<file path="src/rtl/rsa_uart_sequencer.sv">
// Opcode-framed byte sequencer between a UART rx/tx pair and the exponent_modulus block.
// 'K' frames load (exponent, modulus) pairs into key slots; 'M' frames run a message
// against a stored key and return the KEY_WIDTH result MSB first. Every frame is
// answered with ACK, NAK or the result bytes.
module rsa_uart_sequencer #(
  parameter int MSG_WIDTH      = 16,
  parameter int KEY_WIDTH      = 32,
  parameter int NUM_KEYS       = 4,
  parameter int TIMEOUT_CYCLES = 1_000_000
) (
  input  logic                 clk_in,
  input  logic                 rst_in,
  input  logic                 rx_valid_in,
  input  logic [7:0]           rx_data_in,
  output logic [7:0]           tx_data_out,
  output logic                 tx_ready_out,
  input  logic                 tx_busy_in,
  output logic                 expmod_ready_out,
  output logic [MSG_WIDTH-1:0] expmod_value_out,
  output logic [KEY_WIDTH-1:0] expmod_exponent_out,
  output logic [KEY_WIDTH-1:0] expmod_modulus_out,
  input  logic [KEY_WIDTH-1:0] expmod_result_in,
  input  logic                 expmod_valid_in,
  output logic                 busy_out,
  output logic                 overrun_out
);

  localparam int KB   = KEY_WIDTH / 8;
  localparam int MB   = MSG_WIDTH / 8;
  localparam int SW   = (NUM_KEYS > 1) ? $clog2(NUM_KEYS) : 1;
  localparam int CMAX = (2 * KB > MB) ? 2 * KB : MB;
  localparam int CW   = $clog2(CMAX + 1);
  localparam int TW   = $clog2(TIMEOUT_CYCLES + 1);
  localparam int LW   = $clog2(KB + 1);

  localparam logic [7:0]    OP_KEY    = 8'h4B;
  localparam logic [7:0]    OP_MSG    = 8'h4D;
  localparam logic [7:0]    ACK       = 8'h06;
  localparam logic [7:0]    NAK       = 8'h15;
  localparam logic [CW-1:0] KEY_BYTES = CW'(2 * KB);
  localparam logic [CW-1:0] MSG_BYTES = CW'(MB);

  typedef enum logic [2:0] {S_IDLE, S_SLOT, S_PAYLOAD, S_COMPUTE, S_SEND} state_t;

  state_t                   state_q;
  logic                     is_key_q;
  logic [SW-1:0]            slot_q;
  logic                     slot_bad_q;
  logic [CW-1:0]            cnt_q;
  logic [TW-1:0]            tmo_q;
  logic [LW-1:0]            left_q;
  logic [KEY_WIDTH-1:0]     out_q;
  logic [2*KEY_WIDTH-1:0]   shift_q;
  logic [2*KEY_WIDTH-1:0]   shift_d;
  logic [NUM_KEYS-1:0]      valid_q;
  logic [KEY_WIDTH-1:0]     exp_mem [NUM_KEYS];
  logic [KEY_WIDTH-1:0]     mod_mem [NUM_KEYS];
  logic [7:0]               tx_data_q;
  logic                     tx_ready_q;
  logic                     ready_q;
  logic [MSG_WIDTH-1:0]     value_q;
  logic [KEY_WIDTH-1:0]     exp_q;
  logic [KEY_WIDTH-1:0]     mod_q;
  logic                     ovr_q;

  logic                     tx_ok;
  logic                     last_byte;
  logic                     tmo_hit;
  logic                     slot_live;
  logic                     resp_go;
  logic [7:0]               resp_byte;
  logic                     cmp_go;
  logic                     key_wr;

  assign tx_data_out         = tx_data_q;
  assign tx_ready_out        = tx_ready_q;
  assign expmod_ready_out    = ready_q;
  assign expmod_value_out    = value_q;
  assign expmod_exponent_out = exp_q;
  assign expmod_modulus_out  = mod_q;
  assign overrun_out         = ovr_q;
  assign busy_out            = (state_q != S_IDLE);

  // Frame decode: decides when a one-byte ACK/NAK starts and when a valid 'M' launches expmod.
  always_comb begin
    shift_d   = {shift_q[2*KEY_WIDTH-9:0], rx_data_in};
    tx_ok     = !tx_busy_in && !tx_ready_q;
    last_byte = rx_valid_in && (cnt_q == CW'(1));
    tmo_hit   = !rx_valid_in && (tmo_q == TW'(TIMEOUT_CYCLES - 1));
    slot_live = !slot_bad_q && valid_q[slot_q];
    resp_go   = 1'b0;
    resp_byte = NAK;
    cmp_go    = 1'b0;
    case (state_q)
      S_IDLE:    resp_go = rx_valid_in && (rx_data_in != OP_KEY) && (rx_data_in != OP_MSG);
      S_SLOT:    resp_go = tmo_hit;
      S_PAYLOAD: begin
        if (tmo_hit) begin
          resp_go = 1'b1;
        end else if (last_byte) begin
          if (is_key_q) begin
            resp_go   = 1'b1;
            resp_byte = slot_bad_q ? NAK : ACK;
          end else if (slot_live) begin
            cmp_go = 1'b1;
          end else begin
            resp_go = 1'b1;
          end
        end
      end
      default: ;
    endcase
    key_wr = !rst_in && (state_q == S_PAYLOAD) && last_byte && is_key_q && !slot_bad_q;
  end

  // Payload shift register and key slot storage; contents need no reset, the valid bits gate use.
  always_ff @(posedge clk_in) begin
    if (state_q == S_PAYLOAD && rx_valid_in) shift_q <= shift_d;
    if (key_wr) begin
      exp_mem[slot_q] <= shift_d[2*KEY_WIDTH-1:KEY_WIDTH];
      mod_mem[slot_q] <= shift_d[KEY_WIDTH-1:0];
    end
  end

  // Sequencer FSM with registered tx/expmod strobes; a response may launch its first byte on entry to SEND.
  always_ff @(posedge clk_in) begin
    if (rst_in) begin
      state_q    <= S_IDLE;
      is_key_q   <= 1'b0;
      slot_q     <= '0;
      slot_bad_q <= 1'b0;
      cnt_q      <= '0;
      tmo_q      <= '0;
      left_q     <= '0;
      valid_q    <= '0;
      tx_data_q  <= '0;
      tx_ready_q <= 1'b0;
      ready_q    <= 1'b0;
      value_q    <= '0;
      exp_q      <= '0;
      mod_q      <= '0;
      ovr_q      <= 1'b0;
    end else begin
      tx_ready_q <= 1'b0;
      ready_q    <= 1'b0;
      ovr_q      <= 1'b0;
      case (state_q)
        S_IDLE: begin
          if (rx_valid_in) begin
            is_key_q <= (rx_data_in == OP_KEY);
            tmo_q    <= '0;
            state_q  <= S_SLOT;
          end
        end
        S_SLOT: begin
          if (rx_valid_in) begin
            slot_q     <= rx_data_in[SW-1:0];
            slot_bad_q <= ({1'b0, rx_data_in} >= 9'(NUM_KEYS));
            cnt_q      <= is_key_q ? KEY_BYTES : MSG_BYTES;
            tmo_q      <= '0;
            state_q    <= S_PAYLOAD;
          end else begin
            tmo_q <= tmo_q + TW'(1);
          end
        end
        S_PAYLOAD: begin
          if (rx_valid_in) begin
            cnt_q <= cnt_q - CW'(1);
            tmo_q <= '0;
            if (key_wr) valid_q[slot_q] <= 1'b1;
            if (cmp_go) begin
              value_q <= shift_d[MSG_WIDTH-1:0];
              exp_q   <= exp_mem[slot_q];
              mod_q   <= mod_mem[slot_q];
              ready_q <= 1'b1;
              state_q <= S_COMPUTE;
            end
          end else begin
            tmo_q <= tmo_q + TW'(1);
          end
        end
        S_COMPUTE: begin
          ovr_q <= rx_valid_in;
          if (expmod_valid_in) begin
            state_q <= S_SEND;
            if (tx_ok) begin
              tx_data_q  <= expmod_result_in[KEY_WIDTH-1 -: 8];
              tx_ready_q <= 1'b1;
              out_q      <= expmod_result_in << 8;
              left_q     <= LW'(KB - 1);
            end else begin
              out_q  <= expmod_result_in;
              left_q <= LW'(KB);
            end
          end
        end
        S_SEND: begin
          ovr_q <= rx_valid_in;
          if (left_q != '0) begin
            if (tx_ok) begin
              tx_data_q  <= out_q[KEY_WIDTH-1 -: 8];
              tx_ready_q <= 1'b1;
              out_q      <= out_q << 8;
              left_q     <= left_q - LW'(1);
            end
          end else begin
            state_q <= S_IDLE;
          end
        end
        default: state_q <= S_IDLE;
      endcase
      if (resp_go) begin
        state_q <= S_SEND;
        tmo_q   <= '0;
        if (tx_ok) begin
          tx_data_q  <= resp_byte;
          tx_ready_q <= 1'b1;
          left_q     <= '0;
        end else begin
          out_q  <= KEY_WIDTH'(resp_byte) << (KEY_WIDTH - 8);
          left_q <= LW'(1);
        end
      end
    end
  end

endmodule
</file>
<file path="config.mk">
export PLATFORM = sky130hd
export DESIGN_NAME = rsa_uart_sequencer
export DESIGN_NICKNAME = d
export VERILOG_FILES = /design/src/rtl/rsa_uart_sequencer.sv
export SDC_FILE = /design/constraint.sdc
export NUM_CORES = 1
export LEC_CHECK = 0
export ABC_AREA = 1
export CORE_MARGIN = 2
export CORE_UTILIZATION = 40
export CTS_BUF_LIST = sky130_fd_sc_hd__clkbuf_8
export CTS_CLUSTER_SIZE = 16
export DETAILED_ROUTE_END_ITERATION = 10
export PLACE_DENSITY = 0.61
export SLEW_MARGIN = 10
export SYNTH_ARGS = -nofsm -noshare
export SYNTH_HDL_FRONTEND = slang
export SYNTH_SLANG_ARGS = --single-unit
</file>
<file path="constraint.sdc">
create_clock -name clk_in -period 5 [get_ports clk_in]
set_input_delay 0.75 -clock clk_in [delete_from_list [all_inputs] [get_ports clk_in]]
set_output_delay 0.75 -clock clk_in [all_outputs]
set_load 0.01 [all_outputs]
</file>
==> flow_summary.ini, run 1 <==
[logic_synthesis]
synth_edf_count = 344
synth_area_leaders = edfxtp_1, dfxtp_1, nand3_1
synth_top_area_cell = edfxtp_1
ys_seq_area_share_pct = 69.1
synth.distinct_cells = 40
synth_top_area_share_pct = 55.2
yosysWarnings = 0
synth.avg_cell_area_um2 = 11.1
synth_ff_type = edfxtp_1
synth_seq_cells = 473
syn-cell-area_um2 = 18700
synthArstFlopShare_pct = 0
synth_nets = 1733
synth_commonest_cells = edfxtp_1, nand2_1, nand3_1
synth.most_common_cell = edfxtp_1
synthCells = 1683

[floorplan]
core-area_um2 = 46400
die_h_um = 220
die_x_um = 220
die-area_um2 = 48500
initial_core_util_pct = 40.3
rows = 79
ios = 137

[critical_path]
cp.required_ns = 5.50
cp_max_fo = 70
critPathArrivalTime_ns = 3.71
start_kind = flip-flop
r2r_slack_ns = 1.78
crit_path_end_kind = flip-flop
path_class = reg2reg

[sta]
setup_viol = 0
finalClockSkew_ns = 0.0218
hold_viol = 0
fin_crit_ns = 3.22
finalMaxSlewViolations = 0
worst_slew_pin_slew_ns = 1.03
fin_crit_sh_pct = 64.3
finalSetupTns_ns = 0
rsz0062_at_grt = false
timing.slew.headroom_pct = 31.1
fmax_ghz = 0.311

[cells_and_area]
synthToLayoutAreaGrowth_pct = 18.4
fin_cells = 2498
insertedDiodeCount = 0
layout-drive-gt1-share_pct = 8.88
fin_area_um2 = 22100
fin_nets = 1877

[min_path]
hold_path_class = reg2reg

[routing]
ant_nets = 0
route.met2.wl_mm = 20.6
vias = 13055
routed_via_density = 5.23
wl_met3_mm = 2.85
wl_mm = 43.8
wl_per_cell_um = 17.5
drt-met1-wl_mm = 19.5
post-route-drc-count = 0
drt_iter0_markers = 975
routed.top_layer = met5
dr.pass1.iters = 5

[grt]
grt_pass1_vias = 12759
overflow = 0
grt_max_degree = 94
grt_antenna_before_repair = 2
grt_pass1_wl_mm = 68.4
globalRouteTotalUtil_pct = 18.0

[clocking]
cts_tree = yes
clk_path_buf_depth = 3
numCtsBuffers = 81
clock_latency_ns = 0.64
postCtsSetupRepairBufs = 0
ctsHoldBuffers = 0
postCtsResizedCells = 0
clockRootBuffer = clkbuf_8
clk_pin_slew_ns = 0.06
h-tree-depth = 3
clock-sinks = 473

[outcome]
status = finished clean

[pwr]
peakVddDrop_uv = 152
finalPower_mw = 7.87
power_per_cell_area_nw_per_um2 = 356
leakage_nw = 7.50

[place]
dp_hpwl_mm = 25.9
place_inst = 2351
portBuffers = 136
gp_congestion = 0.870
place_area_um2 = 20600

[run]
drv_cap = 0
critical path: stages, from the launching register on:
cell and delay, ns:
dfxtp_4 0.50, inv_2 0.46, nand2_1 0.10, nand2_1 0.09, nand2_1 0.05, nand2_1 0.21
nand4_4 0.74, buf_4 0.60, o21ai_0 0.25, a21oi_1 0.06
layout by cell type (no fill, tap or decap), types with 2 or more instances in the layout:
cell type,Yosys,layout
edfxtp_1,344,344
nand2_1,235,235
nand3_1,216,216
inv_1,143,175
clkdlybuf4s50_1,0,136
a21oi_1,133,133
dfxtp_1,129,127
o21ai_0,106,106
nor2_1,92,87
clkbuf_8,0,86
nand4_1,79,79
buf_4,1,20
o21ai_1,14,14
clkinv_1,0,14
o211ai_1,12,12
inv_2,9,11
o221ai_1,10,10
nor3_1,9,9
a21oi_2,9,9
nor2_4,1,6
xor2_1,6,6
nor2_2,5,5
ha_1,5,5
nand2_2,4,4
a31oi_1,4,4
a22oi_1,4,4
clkinv_2,0,4
clkinvlp_4,0,3
inv_6,0,3
buf_12,0,3
nand3_2,2,2
nand2_4,2,2
o22ai_1,2,2
bufinv_16,0,2
dfxtp_4,0,2
report_power, final:
group	internal, mW	switching [mW]
clock network	1.69	1.53
registers	4.22	0.0424
logic	0.126	0.263
through the flow:
| step | setup WS [ns] | hold WS (ns) | utilization, % |
|---|---|---|---|
| 2_1_floorplan | 0.360 | 0.412 | - |
| 4_1_cts | 1.75 | 0.439 | 47.7 |
| 3_5_place_dp | 1.22 | 0.429 | 44.5 |
| 3_3_place_gp | 1.26 | 0.424 | 44.5 |
| 6_report | 1.78 | 0.442 | 47.7 |
| 5_1_grt | 1.46 | 0.465 | 47.7 |
layer usage:
| layer | GRT usage (%) | up-vias |
|---|---|---|
| li1 | - | 6282 |
| met2 | 29.0 | 435 |
| met4 | 5.64 | 2 |
| met5 | 0 | - |
| met1 | 24.5 | 6269 |
| met3 | 3.84 | 67 |
cell families (layout without fill, tap and decap cells):
logic type | after synthesis | in the layout | synth area share [%]
xor gates and xnor gates | 7 | 7 | 0.328
DFF | 473 | 473 | 69.1
AOI/OAI and AO/OA | 298 | 298 | 8.69
and+or+nand+nor | 650 | 650 | 16.2
adders and majority gates | 5 | 5 | 0.335
buffers and inverters | 250 | 458 | 5.42
sequential cells by signal, summed over array words and instances (netlist names):
| signal | cells |
|---|---|
| expmod_exponent_out | 32 |
| expmod_ready_out | 1 |
| expmod_modulus_out | 32 |
| cnt_q | 4 |
| out_q | 32 |
| tx_data_out | 8 |
| slot_q | 2 |
| tx_ready_out | 1 |
| tmo_q | 20 |
| is_key_q | 1 |
| slot_bad_q | 1 |
| overrun_out | 1 |
| expmod_value_out | 16 |
| valid_q | 4 |
| exp_mem | 128 |
| mod_mem | 128 |
| left_q | 3 |
| shift_q | 56 |
| state_q | 3 |
final timing paths:
check / depth (start not counted) / end / from
max: 9 / expmod_exponent_out[2] / slot_q[0]
min: 1 / cnt_q[2] / cnt_q[2]
max reg2reg: 9 / expmod_exponent_out[2] / slot_q[0]
min reg2reg: 1 / cnt_q[2] / cnt_q[2]
final cells by class:
| class | count | area [um2] |
|---|---|---|
| Fill cell | 4249 | 24200 |
| Sequential cell | 473 | 12900 |
| Multi-Input combinational cell | 960 | 4810 |
| Timing Repair Buffer | 159 | 1570 |
| Clock buffer | 86 | 1180 |
| Tap cell | 607 | 759 |
| Inverter | 152 | 573 |
| Clock inverter | 61 | 313 |
Note: power is estimated with default switching activity, not from simulation.
==> run 2: changes to the inputs <==
--- a/config.mk
+++ b/config.mk
@@ -11,7 +11,7 @@
 export CTS_BUF_LIST = sky130_fd_sc_hd__clkbuf_8
 export CTS_CLUSTER_SIZE = 16
 export DETAILED_ROUTE_END_ITERATION = 10
-export PLACE_DENSITY = 0.61
+export PLACE_DENSITY = 0.63
 export SLEW_MARGIN = 10
 export SYNTH_ARGS = -nofsm -noshare
 export SYNTH_HDL_FRONTEND = slang
==> constraint.sdc (replaced) <==
create_clock -name clk_in -period 2.8 [get_ports clk_in]
set_input_delay 0.42 -clock clk_in [delete_from_list [all_inputs] [get_ports clk_in]]
set_output_delay 0.42 -clock clk_in [all_outputs]
set_load 0.01 [all_outputs]
==> run 2 against run 1 <==
  * Global-route usage down 0.055 points
  * Clock power up 72%
  * Critical path type unchanged
  * Sequential power up 78%
  * Largest power group unchanged
  * Cell count up 0.60%
  * Worst hold slack better by 0.0030 ns
  * Clock skew down 0.00060 ns
  * Setup slack worse by 1.5 ns
  * Via count about the same
  * Non-clock buffer count up 21
  * Clock-buffer cell count down 5
  * Sequential share of layout area down 0.43 points
==> flow_summary.ini, run 2 (synthesized netlist as in run 1, its figures left out) <==
[floorplan]
core-area_um2 = 46400
rows = 79
die_h_um = 220
initial_core_util_pct = 40.3
ios = 137
die-area_um2 = 48500
die_x_um = 220

[sta]
layout_setup_ws_ns = 0.306
finalClockSkew_ns = 0.0212
fmax_ghz = 0.401
worst_slew_pin_slew_ns = 1.13
hold_viol = 0
setup_viol = 0
fin_crit_ns = 2.49
finalSetupTns_ns = 0
holdWs_ns = 0.445
rsz0062_at_grt = false
timing.slew.headroom_pct = 24.7
finalMaxSlewViolations = 0
fin_crit_sh_pct = 89.1

[clocking]
numCtsBuffers = 78
clockRootBuffer = clkbuf_8
postCtsSetupRepairBufs = 0
clock_latency_ns = 0.63
cts_tree = yes
clk_path_buf_depth = 3
postCtsResizedCells = 0
clock-sinks = 473
clk_pin_slew_ns = 0.06
h-tree-depth = 3
ctsHoldBuffers = 0

[pwr]
finalPower_mw = 13.8
peakVddDrop_uv = 323
power_per_cell_area_nw_per_um2 = 621
leakage_nw = 7.57

[routing]
wl_per_cell_um = 17.5
dr.pass1.iters = 5
routed_via_density = 5.19
ant_nets = 0
wl_mm = 44.0
drt_iter0_markers = 1153
post-route-drc-count = 0
vias = 13054

[grt]
globalRouteTotalUtil_pct = 18.0
overflow = 0
grt_max_degree = 129
grt_pass1_wl_mm = 68.2
grt_pass1_vias = 12510
grt_antenna_before_repair = 0

[place]
dp_hpwl_mm = 26.1
gp_congestion = 0.864
place_ws_ns = 0.0441
portBuffers = 136

[cells_and_area]
layout-drive-gt1-share_pct = 9.81
top_regs = exp_mem x128, mod_mem x128, shift_q x56
final_common_cell = edfxtp_1
layout_common_cells = edfxtp_1, nand2_1, nand3_1, inv_1, clkdlybuf4s50_1
synthToLayoutAreaGrowth_pct = 19.2
insertedDiodeCount = 0
fillers = 4157
fin_nets = 1895

[critical_path]
start_kind = flip-flop
cp_slowest_cell = buf_4
critPathArrivalTime_ns = 2.76
timing.rr.start = slot_q[0]
r2r_slack_ns = 0.31
crit_start = slot_q[0]
cp_max_fo = 66
cpPeakStageDelay_ns = 0.68
rr_worst_depth = 5
crit_path_end_kind = flip-flop
path_class = reg2reg
cp.required_ns = 3.07
path_cells = inv_2 -> buf_4 -> nand2_1 -> nor2_4 -> buf_12
timing.rr.end = exp_mem[2][11]

[min_path]
min_path_cells = 2
hold_path_class = reg2reg
hold-path-endpoint = expmod_value_out[1]
hp-start = expmod_value_out[1]

[run]
drv_cap = 0

[outcome]
status = finished clean
run 2: layout make-up:
class                      count  area [um2]  share of cell area [%]
clock buffer                  81        1110                    5.00
timing repair buffer         180        1820                    8.15
clock inverter                60         300                    1.35
sequential                   473       12900                    58.0
inverter                     152         573                    2.57
tap                          607         759                    3.41
multi-input combinational    960        4810                    21.6
run 2: worst max path at each step:
stage                           to  slack (ns)
floorplan            exp_mem[0][0]       -0.49
global placement    mod_mem[0][11]        0.07
detailed placement  mod_mem[0][15]        0.04
CTS                  exp_mem[2][1]        0.30
global route        mod_mem[0][24]        0.14
finish              exp_mem[2][11]        0.31
run 2: metal layers:
| metal | global-route usage [%] | vias to the layer above | share of wire [%] |
|---|---|---|---|
| met5 | 0 | - | 0 |
| met4 | 5.50 | 0 | 1.9 |
| met3 | 3.46 | 66 | 5.7 |
| met2 | 28.2 | 391 | 47 |
| met1 | 25.4 | 6296 | 46 |
| li1 | - | 6301 | - |
run 2: power breakdown:
group	switching [mW]	leakage [nW]	internal [mW]
clock network	2.73	0.823	2.80
registers	0.0537	4.17	7.53
logic	0.498	2.58	0.245
run 2: per-stage QoR:
step                cells  utilization (%)  cell area [um2]
finish               2513             48.1            22300
global route         2513             48.1            22300
CTS                  2513             48.1            22300
detailed placement   2372             45.0            20900
global placement     2372             45.0            20900
floorplan            1683                -            18700
run 2: worst max-delay path: cells and delay by family (launching register included):
| family | cells | cell delay [ns] |
|---|---|---|
| buffers and inverters | 3 | 1.17 |
| flip-flops | 1 | 0.47 |
| AND/OR/NAND/NOR | 2 | 0.43 |
==> run 3: changes to the inputs <==
--- a/config.mk
+++ b/config.mk
@@ -6,7 +6,7 @@
 export NUM_CORES = 1
 export LEC_CHECK = 0
 export ABC_AREA = 1
-export CORE_MARGIN = 2
+export CORE_MARGIN = 4
 export CORE_UTILIZATION = 40
 export CTS_BUF_LIST = sky130_fd_sc_hd__clkbuf_8
 export CTS_CLUSTER_SIZE = 16
==> run 3 against run 2 <==
  * Clock-buffer cell count up 3
  * Largest cell class unchanged
  * Fmax up 4.9%
  * Cell count unchanged
  * Die area up 3.7%
  * Utilization up 0.91 points
  * Critical path depth down 2
==> flow_summary.ini, run 3 (synthesized netlist as in run 1, its figures left out) <==
[grt]
globalRouteTotalUtil_pct = 17.3
grt_max_degree = 129
grt_antenna_before_repair = 0
grt_pass1_wl_mm = 70.3
overflow = 0
grt_pass1_vias = 12787

[critical_path]
crit_start = state_q[2]
cp_slowest_cell = clkdlybuf4s50_1
cpPeakStageDelay_ns = 0.59
crit_family = buffers and inverters
start_kind = flip-flop
cp_num_buf_inv = 1
timing.rr.start = cnt_q[1]
cp.required_ns = 2.38
path_class = reg2out
critPathArrivalTime_ns = 1.96
cp_max_fo = 5
crit_path_end_kind = output pin
path_cells = nor2_2 -> nand2_1 -> clkdlybuf4s50_1

[floorplan]
die-area_um2 = 50300
ios = 137
core-area_um2 = 45800
rows = 78
die_h_um = 224
initial_core_util_pct = 40.8
die_x_um = 224

[routing]
drt_iter0_markers = 1120
post-route-drc-count = 0
dr.pass1.iters = 5
wl_per_cell_um = 17.7
routed_via_density = 5.25
vias = 13196
ant_nets = 0
wl_mm = 44.4

[cells_and_area]
seq_area_um2 = 12900
fillers = 4065
fin_area_um2 = 22400
layout_common_cells = edfxtp_1, nand2_1, nand3_1, inv_1, clkdlybuf4s50_1
final_common_cell = edfxtp_1
synthToLayoutAreaGrowth_pct = 19.9
final_util_pct = 49.0
layout-drive-gt1-share_pct = 10.3
top_regs = exp_mem x128, mod_mem x128, shift_q x56
fin_nets = 1901
insertedDiodeCount = 0
multiInputGateArea_um2 = 4810

[sta]
rsz0062_at_grt = false
finalClockSkew_ns = 0.0180
timing.slew.headroom_pct = 60.8
fin_crit_sh_pct = 84.9
finalMaxSlewViolations = 0
fmax_ghz = 0.421
hold_viol = 0
fin_crit_ns = 2.38
setup_viol = 0
worst_slew_pin_slew_ns = 0.588

[clocking]
h-tree-depth = 3
postCtsSetupRepairBufs = 0
postCtsResizedCells = 0
clock_latency_ns = 0.63
clk_pin_slew_ns = 0.06
numCtsBuffers = 79
ctsHoldBuffers = 0
cts_tree = yes
clk_path_buf_depth = 3
clockRootBuffer = clkbuf_8
clock-sinks = 473

[pwr]
power.share.combinational_pct = 5.3
switching_share_pct = 23.5
leakage_nw = 7.66
p_int_mw = 10.8
p_switching_mw = 3.31
p_seq_share_pct = 53.9
power_per_cell_area_nw_per_um2 = 628
power.clock.fraction_pct = 40.8
finalPower_mw = 14.1
peakVddDrop_uv = 295

[min_path]
hold_path_class = reg2reg
hp-start = cnt_q[2]

[outcome]
status = finished clean

[run]
drv_cap = 0

[place]
portBuffers = 136
dp_hpwl_mm = 26.7
place_area_um2 = 20900
gp_congestion = 0.884
## run 3: metrics by stage
stage                     cells  worst slack [ns]  hold slack (ns)  setup TNS (ns)
after floorplan            1683            -0.485            0.412         -124.16
after global placement     2370             0.147            0.427               0
after detailed placement   2370            0.0891            0.430               0
after CTS                  2513             0.386            0.438               0
after global routing       2513             0.240            0.465               0
final                      2513             0.423            0.434               0
## run 3: layout make-up
cell class                 instances  share of cell area [%]
clock inverter                    59                    1.51
clock buffer                      84                    5.16
multi-input combinational        960                    21.4
inverter                         152                    2.56
tap                              600                    3.35
timing repair buffer             185                    8.38
sequential                       473                    57.6
## run 3: worst paths after layout
kind                          to  slack, ns  cells after the start
setup reg to reg  mod_mem[3][16]       0.42                      9
hold reg to reg         cnt_q[2]       0.43                      1
setup / recovery        busy_out       0.42                      3
hold / removal          cnt_q[2]       0.43                      1
## run 3: power by group through the flow
stage               logic, mW  clock network [mW]  registers [mW]
floorplan               0.456                   0            7.71
global placement        0.731                   0            7.73
detailed placement      0.744                   0            7.73
CTS                     0.748                5.91            7.58
global route            0.821                6.25            7.59
finish                  0.742                5.75            7.59
## run 3: routing by layer
| layer | GRT usage (%) | vias to the layer above | wire [um] |
|---|---|---|---|
| met5 | 0 | - | 0 |
| met4 | 5.77 | 0 | 991 |
| met3 | 3.51 | 71 | 2680 |
| met2 | 27.3 | 407 | 20500 |
| met1 | 24.2 | 6398 | 20200 |
| li1 | - | 6320 | - |
